### config.mk
export PLATFORM = sky130hd
export DESIGN_NAME = riscv_mc_control
export DESIGN_NICKNAME = d
export VERILOG_FILES = /design/src/rtl/riscv_pkg.sv /design/src/rtl/riscv_alu_decoder.sv /design/src/rtl/riscv_mc_control.sv
export SDC_FILE = /design/constraint.sdc
export NUM_CORES = 1
export LEC_CHECK = 0
export CAP_MARGIN = 20
export CORE_MARGIN = 2
export CORE_UTILIZATION = 38
export DETAILED_ROUTE_END_ITERATION = 6
export PLACE_DENSITY = 0.83
export SLEW_MARGIN = 30
export SYNTH_ARGS = -nofsm -noshare
export SYNTH_HDL_FRONTEND = slang
export SYNTH_SLANG_ARGS = --single-unit
### constraint.sdc
create_clock -name clk -period 1.9 [get_ports clk]
set_clock_uncertainty 0.2 [all_clocks]
set_input_delay 0.19 -clock clk [delete_from_list [all_inputs] [get_ports clk]]
set_output_delay 0.19 -clock clk [all_outputs]
set_load 0.05 [all_outputs]
### src/rtl/riscv_pkg.sv
// Shared encodings for the RV32 multicycle control path: opcodes, ALU codes,
// datapath mux selects and the control FSM state type.
package riscv_pkg;

    localparam logic [6:0] OP_LW   = 7'b0000011;
    localparam logic [6:0] OP_SW   = 7'b0100011;
    localparam logic [6:0] OP_R    = 7'b0110011;
    localparam logic [6:0] OP_I    = 7'b0010011;
    localparam logic [6:0] OP_BEQ  = 7'b1100011;
    localparam logic [6:0] OP_JAL  = 7'b1101111;

    localparam logic [2:0] ALU_ADD = 3'b000;
    localparam logic [2:0] ALU_SUB = 3'b001;
    localparam logic [2:0] ALU_SLT = 3'b010;
    localparam logic [2:0] ALU_OR  = 3'b011;
    localparam logic [2:0] ALU_AND = 3'b100;

    localparam logic       ADR_PC     = 1'b0;
    localparam logic       ADR_ALUOUT = 1'b1;

    localparam logic [1:0] RES_ALUOUT = 2'b00;
    localparam logic [1:0] RES_MEM    = 2'b01;
    localparam logic [1:0] RES_ALU    = 2'b10;

    localparam logic [1:0] SRCA_PC    = 2'b00;
    localparam logic [1:0] SRCA_OLDPC = 2'b01;
    localparam logic [1:0] SRCA_RS1   = 2'b10;

    localparam logic [1:0] SRCB_RS2   = 2'b00;
    localparam logic [1:0] SRCB_IMM   = 2'b01;
    localparam logic [1:0] SRCB_FOUR  = 2'b10;

    localparam logic [1:0] IMM_I = 2'b00;
    localparam logic [1:0] IMM_S = 2'b01;
    localparam logic [1:0] IMM_B = 2'b10;
    localparam logic [1:0] IMM_J = 2'b11;

    typedef enum logic [3:0] {
        S_FETCH, S_DECODE, S_MEMADR, S_MEMREAD, S_MEMWB, S_MEMWRITE,
        S_EXEC_R, S_EXEC_I, S_ALUWB, S_BEQ, S_JAL, S_TRAP
    } state_t;

endpackage

### src/rtl/riscv_alu_decoder.sv
// Maps funct3/funct7b5 of R- and I-type ALU instructions to an ALU op code,
// flagging encodings the ALU does not implement.
module riscv_alu_decoder
    import riscv_pkg::*;
(
    input  logic       is_rtype_i,
    input  logic [2:0] funct3_i,
    input  logic       funct7b5_i,
    output logic [2:0] alu_op_o,
    output logic       legal_o
);

    // funct7b5 only selects SUB on R-type; on I-type it is immediate bits
    logic r_alt;
    assign r_alt = is_rtype_i & funct7b5_i;

    always_comb begin
        alu_op_o = ALU_ADD;
        legal_o  = 1'b0;
        case (funct3_i)
            3'b000: begin alu_op_o = r_alt ? ALU_SUB : ALU_ADD; legal_o = 1'b1;   end
            3'b010: begin alu_op_o = ALU_SLT;                   legal_o = !r_alt; end
            3'b110: begin alu_op_o = ALU_OR;                    legal_o = !r_alt; end
            3'b111: begin alu_op_o = ALU_AND;                   legal_o = !r_alt; end
            default: ;
        endcase
    end

endmodule

### src/rtl/riscv_mc_control.sv
// Multicycle RV32 control FSM: sequences fetch/decode/execute/memory/writeback
// and drives the datapath mux selects, ALU op and write strobes.
module riscv_mc_control
    import riscv_pkg::*;
#(
    parameter bit STRICT_DECODE = 1'b1
) (
    input  logic       clk,
    input  logic       rst_n,
    input  logic [6:0] opcode,
    input  logic [2:0] funct3,
    input  logic       funct7b5,
    input  logic       zero,
    input  logic       mem_ready,
    output logic       pc_write,
    output logic       adr_src,
    output logic       ir_write,
    output logic       mem_write,
    output logic       reg_write,
    output logic [1:0] result_src,
    output logic [1:0] alu_src_a,
    output logic [1:0] alu_src_b,
    output logic [1:0] imm_src,
    output logic [2:0] alu_op,
    output logic       trap
);

    state_t     state_q, state_d;
    logic [2:0] dec_op;
    logic       dec_legal;
    logic       pc_write_c, ir_write_c, mem_write_c, reg_write_c;
    state_t     illegal_next;

    riscv_alu_decoder u_alu_dec (
        .is_rtype_i (opcode == OP_R),
        .funct3_i   (funct3),
        .funct7b5_i (funct7b5),
        .alu_op_o   (dec_op),
        .legal_o    (dec_legal)
    );

    assign illegal_next = STRICT_DECODE ? S_TRAP : S_FETCH;

    always_ff @(posedge clk or negedge rst_n) begin
        if (!rst_n) state_q <= S_FETCH;
        else        state_q <= state_d;
    end

    always_comb begin
        state_d = state_q;
        case (state_q)
            S_FETCH:    if (mem_ready) state_d = S_DECODE;
            S_DECODE: begin
                case (opcode)
                    OP_LW, OP_SW: state_d = S_MEMADR;
                    OP_R:         state_d = dec_legal ? S_EXEC_R : illegal_next;
                    OP_I:         state_d = dec_legal ? S_EXEC_I : illegal_next;
                    OP_BEQ:       state_d = S_BEQ;
                    OP_JAL:       state_d = S_JAL;
                    default:      state_d = illegal_next;
                endcase
            end
            S_MEMADR:   state_d = (opcode == OP_LW) ? S_MEMREAD : S_MEMWRITE;
            S_MEMREAD:  if (mem_ready) state_d = S_MEMWB;
            S_MEMWB:    state_d = S_FETCH;
            S_MEMWRITE: if (mem_ready) state_d = S_FETCH;
            S_EXEC_R,
            S_EXEC_I,
            S_JAL:      state_d = S_ALUWB;
            S_ALUWB,
            S_BEQ:      state_d = S_FETCH;
            S_TRAP:     state_d = S_TRAP;
            default:    state_d = S_FETCH;
        endcase
    end

    always_comb begin
        pc_write_c  = 1'b0;
        ir_write_c  = 1'b0;
        mem_write_c = 1'b0;
        reg_write_c = 1'b0;
        adr_src     = ADR_PC;
        result_src  = RES_ALUOUT;
        alu_src_a   = SRCA_PC;
        alu_src_b   = SRCB_RS2;
        alu_op      = ALU_ADD;
        trap        = 1'b0;
        case (state_q)
            S_FETCH: begin
                alu_src_b  = SRCB_FOUR;
                result_src = RES_ALU;
                ir_write_c = mem_ready;
                pc_write_c = mem_ready;
            end
            S_DECODE: begin
                alu_src_a = SRCA_OLDPC;
                alu_src_b = SRCB_IMM;
            end
            S_MEMADR: begin
                alu_src_a = SRCA_RS1;
                alu_src_b = SRCB_IMM;
            end
            S_MEMREAD:  adr_src = ADR_ALUOUT;
            S_MEMWB: begin
                result_src  = RES_MEM;
                reg_write_c = 1'b1;
            end
            S_MEMWRITE: begin
                adr_src     = ADR_ALUOUT;
                mem_write_c = 1'b1;
            end
            S_EXEC_R: begin
                alu_src_a = SRCA_RS1;
                alu_op    = dec_op;
            end
            S_EXEC_I: begin
                alu_src_a = SRCA_RS1;
                alu_src_b = SRCB_IMM;
                alu_op    = dec_op;
            end
            S_ALUWB:    reg_write_c = 1'b1;
            S_BEQ: begin
                alu_src_a  = SRCA_RS1;
                alu_op     = ALU_SUB;
                pc_write_c = zero;
            end
            // ALUOut still holds the DECODE branch target; rd gets oldPC+4 via ALUWB
            S_JAL: begin
                alu_src_a  = SRCA_OLDPC;
                alu_src_b  = SRCB_FOUR;
                pc_write_c = 1'b1;
            end
            S_TRAP:     trap = 1'b1;
            default: ;
        endcase
    end

    // Strobes are gated directly by rst_n so nothing fires during an async reset
    assign pc_write  = pc_write_c  & rst_n;
    assign ir_write  = ir_write_c  & rst_n;
    assign mem_write = mem_write_c & rst_n;
    assign reg_write = reg_write_c & rst_n;

    always_comb begin
        case (opcode)
            OP_SW:   imm_src = IMM_S;
            OP_BEQ:  imm_src = IMM_B;
            OP_JAL:  imm_src = IMM_J;
            default: imm_src = IMM_I;
        endcase
    end

endmodule

==> results of run 1 <==
cells by family after synthesis:
group	count (synthesis)	share of synthesized area [%]
xor+xnor	3	4.26
simple gates	53	45.4
buf+inv	10	6.49
flops	4	16.2
compound gates	22	26.0
mux	1	1.62
cells in the mapped netlist, types with 3 or more instances:
library cell	instances
nor2b_1	3
a32oi_1	3
inv_1	4
nor2_1	14
clkbuf_1	4
nand2b_1	6
and3_1	3
nand2_1	7
dfrtp_1	4
o21ai_0	5
nor3_1	6
a21oi_1	3
nand3_1	5
a31oi_1	3
stage by stage:
stage	area [um2]	util, %	setup TNS, ns
after global placement	1330	88.0	-0.407
after floorplan	684	-	-1.85
after detailed placement	1330	88.0	-0.518
==> results.md, run 1 <==
- Status: aborted with a tool error
- Stop stage: clock tree synthesis
- Err: [ERROR DPL-0033] detailed placement checks failed during check placement.
- Synth unique cells: 32
- H-tree depth: 1
- Row cnt: 14
- Hold buffers post-CTS: 0
- Post-cts sizing count: 20
- Initial Util: 40.9%
- Largest buffer count on any clock path: 2
- Seq/Total Area, Yosys: 16.2%
- Predominant post-synthesis flop cell: dfrtp_1
- Clock Root Buffer: clkbuf_4
- I/O Buffers: 31
- Post-synthesis async set-or-reset flop share: 100%
- Yosys warning count: 0
- Syn_nets: 108
- Place WS: -0.239 ns
- Post-CTS setup buffers: 5
- Yosys top cell area share: 16.2%
- Avg Inst Size Synth: 6.63 um2
- I/O pin cnt: 32
- Die span in y: 44.3 um
- Cts bufs inserted: 3
- Dpl cells: 156
- Die X: 44.3 um
- Placer Congestion: 0.870
- Seq cells post-synth: 4
- Yosys top cell by area: dfrtp_1
- Hpwl dp: 1950 um
- Synth area leaders: dfrtp_1, nor2_1, nand2b_1
- Clock sink count: 4
- Post-synthesis cell area: 617 um2
- Cell count after synthesis: 93
- EDFF count, synth: 0
==> run 2: changes to the inputs <==
CORE_AREA = 2 2 63 65   (was unset)
CORE_MARGIN = unset   (was 2)
CORE_UTILIZATION = unset   (was 38)
DIE_AREA = 0 0 65 67   (was unset)
PLACE_DENSITY = unset   (was 0.83)
PLACE_DENSITY_LB_ADDON = 0.15   (was unset)
==> run 2 against run 1 <==
Net effect:
- area after synthesis unchanged
- the flow now finishes without violations
- synthesized cell count unchanged
==> results.md, run 2 <==
- Status: completed
- Die span in y: 67 um (+51%)
- Most common cell after layout, fill and taps aside: buf_4
- Peak supply drop: 0.000397 V
- Slew margin rel.: 76.2%
- First-pass GRT wire length: 3790 um
- RSZ-0062 raised after global routing: yes
- Row cnt: 22 (+8)
- WHS: 0.0753 ns
- CTS tree: done
- Slew Viols, Final: 0
- Hpwl dp: 1820 um (-6.9%)
- DRT Pass-1 Iters: 4
- Crit start category: register
- FF-to-FF setup slack: 0.21 ns
- Clk pin slew, worst setup/hold paths: 0.03 ns
- Hold buffers post-CTS: 0 (unchanged)
- Global route hottest layer: met2
- Predominant post-synthesis flop cell: dfrtp_1
- Top cells by count, synth: nor2_1, nand2_1, nand2b_1, nor3_1
- Pwr/cell area: 1540 nW/um2
- Final worst setup slack: 0.00495 ns
- I/O Buffers: 31 (unchanged)
- Register with the most flip-flops: state_q
- Sw Share: 46.4%
- Die X: 65 um (+47%)
- H-tree depth: 1 (unchanged)
- Largest register FFs: 4
- Largest buffer count on any clock path: 2 (unchanged)
- Via count: 904
- Synth area leaders: dfrtp_1, nor2_1, nand2b_1
- Fmax: 528 MHz
- Most frequent cells in the layout: buf_4, buf_12, nor2_1
- Post-synthesis cell area: 617 um2 (unchanged)
- Yosys top cell area share: 16.2% (unchanged)
- Period utilization: 99.7%
- Final hold violations: 0
- Pin count of the biggest net entering global routing: 15
- Yosys warning count: 0 (unchanged)
- Core outline area: 3610 um2
- Pwr Total: 2480 uW
- Clk Latency, worst-skew pair: 0.22 ns
- GRT Util Overall: 10.8%
- DRC: 0
- Nets: 170
- Critical path arrival: 1.51 ns
- Endpoint class of the critical path: output port
- Number of max-cap violations: 0
- Initial Util: 17.1% (-24 points)
- Layout overhead on the synthesized area: 161%
- GR met1 Demand/Resource: 13.0%
- Sequential Power Share: 7.6%
- Clock Root Buffer: clkbuf_8
- EDFF count, synth: 0 (unchanged)
- Dpl cells: 190 (+22%)
- Seq/Total Area, Yosys: 16.2% (unchanged)
- Grt met3 use: 1.01%
- Clk network pwr share: 7.2%
- Final setup viols: 0
- Power Internal: 1330 uW
- Synth unique cells: 32 (unchanged)
- Initial antenna violation count: 0
- Cts bufs inserted: 3 (unchanged)
- Comb power frac: 85.2%
- Avg Inst Size Synth: 6.63 um2 (unchanged)
- Final worst path period need: 1.90 ns
- Seq cells post-synth: 4 (unchanged)
- Ant diodes: 0
- I/O pin cnt: 32 (unchanged)
- Routed wire length: 2340 um
- Yosys top cell by area: dfrtp_1
- Wire length per cell: 11.6 um
- Critical path type: reg2out
- Syn_nets: 108 (unchanged)
- Finished Layout Cells: 201
- Post-route ant nets: 0
- Met2 GRT Util: 19.3%
- Post-synthesis async set-or-reset flop share: 100% (unchanged)
- P_leak: 0.000677 uW
- Via-to-Cell Ratio: 4.50
- Starting DRC count in detailed routing: 12
- Most common cell in the netlist: nor2_1
- Place WS: -0.288 ns (-0.0491 ns)
- Placer Congestion: 0.755 (-13%)
- Slew @ Worst Pin: 0.354 ns
- Top flop regs: state_q x4
- P_sw: 1150 uW
- Number of global-route vias before repair: 903
- Clock sink count: 4 (unchanged)
- Cell count after synthesis: 93 (unchanged)
- Die outline area: 4360 um2
- Grt ovf: 0
- Share of layout cells above drive strength 1: 54.9%
- Worst Path Required: 1.51 ns
- Setup_tns: 0 ns
- Worst min path class: in2async
- Critical path peak fanout: 6
==> run 2: metrics by stage <==
step | util (%) | area [um2]
after floorplan | - | 684
after global placement | 38.6 | 1390
after detailed placement | 38.6 | 1390
after CTS | 40.9 | 1470
after global routing | 44.7 | 1610
final | 44.7 | 1610
==> run 2: worst max-delay path, cell delays in order (launching register included) <==
cell and delay [ns]:
dfrtp_2 0.45, buf_6 0.14, nor4_4 0.31, and3_4 0.25, buf_12 0.13
==> run 2: final cells by class <==
type	instances	area, um2
fillers	366	1990
repair buffers	63	752
multi-input cells	79	641
flip-flops and latches	4	103
well taps	48	60.1
clock buffers	3	41.3
inverters	4	15.0
==> run 2: timing repair <==
action                                  CTS  global route
setup buffers                             3             5
gates resized for setup                  23            20
pin swaps                                 8             8
cloned                                    0             0
endpoints found under the setup margin    8            11
==> run 2: cells by family after synthesis <==
group | synth area share [%]
mux | 1.62
flops | 16.2
simple gates | 45.4
compound gates | 26.0
xor+xnor | 4.26
buf+inv | 6.49
==> run 2: layer usage <==
layer / wire, um / vias up
li1: - / 463
met1: 1010 / 415
met2: 1210 / 24
met3: 95 / 2
met4: 17 / 0
met5: 0 / -
==> run 2: power groups by stage <==
stage               clock network (uW)  registers, uW  logic (uW)
finish                             179            187        2110
global route                       190            191        2230
CTS                                184            180        1920
detailed placement                   0            177        1840
global placement                     0            178        1830
floorplan                            0            159         988
==> run 2: final timing paths <==
| kind | from | end | cells past startpoint |
|---|---|---|---|
| min in group clk | opcode[0] | state_q[1] | 5 |
| min reg2reg | state_q[2] | state_q[0] | 2 |
| max reg2reg | state_q[1] | state_q[2] | 5 |
| min | rst_n | state_q[2] | 2 |
| max in group asynchronous | rst_n | state_q[0] | 2 |
| max | state_q[0] | ir_write | 4 |
No activity file was read; power rests on OpenSTA's default activity.
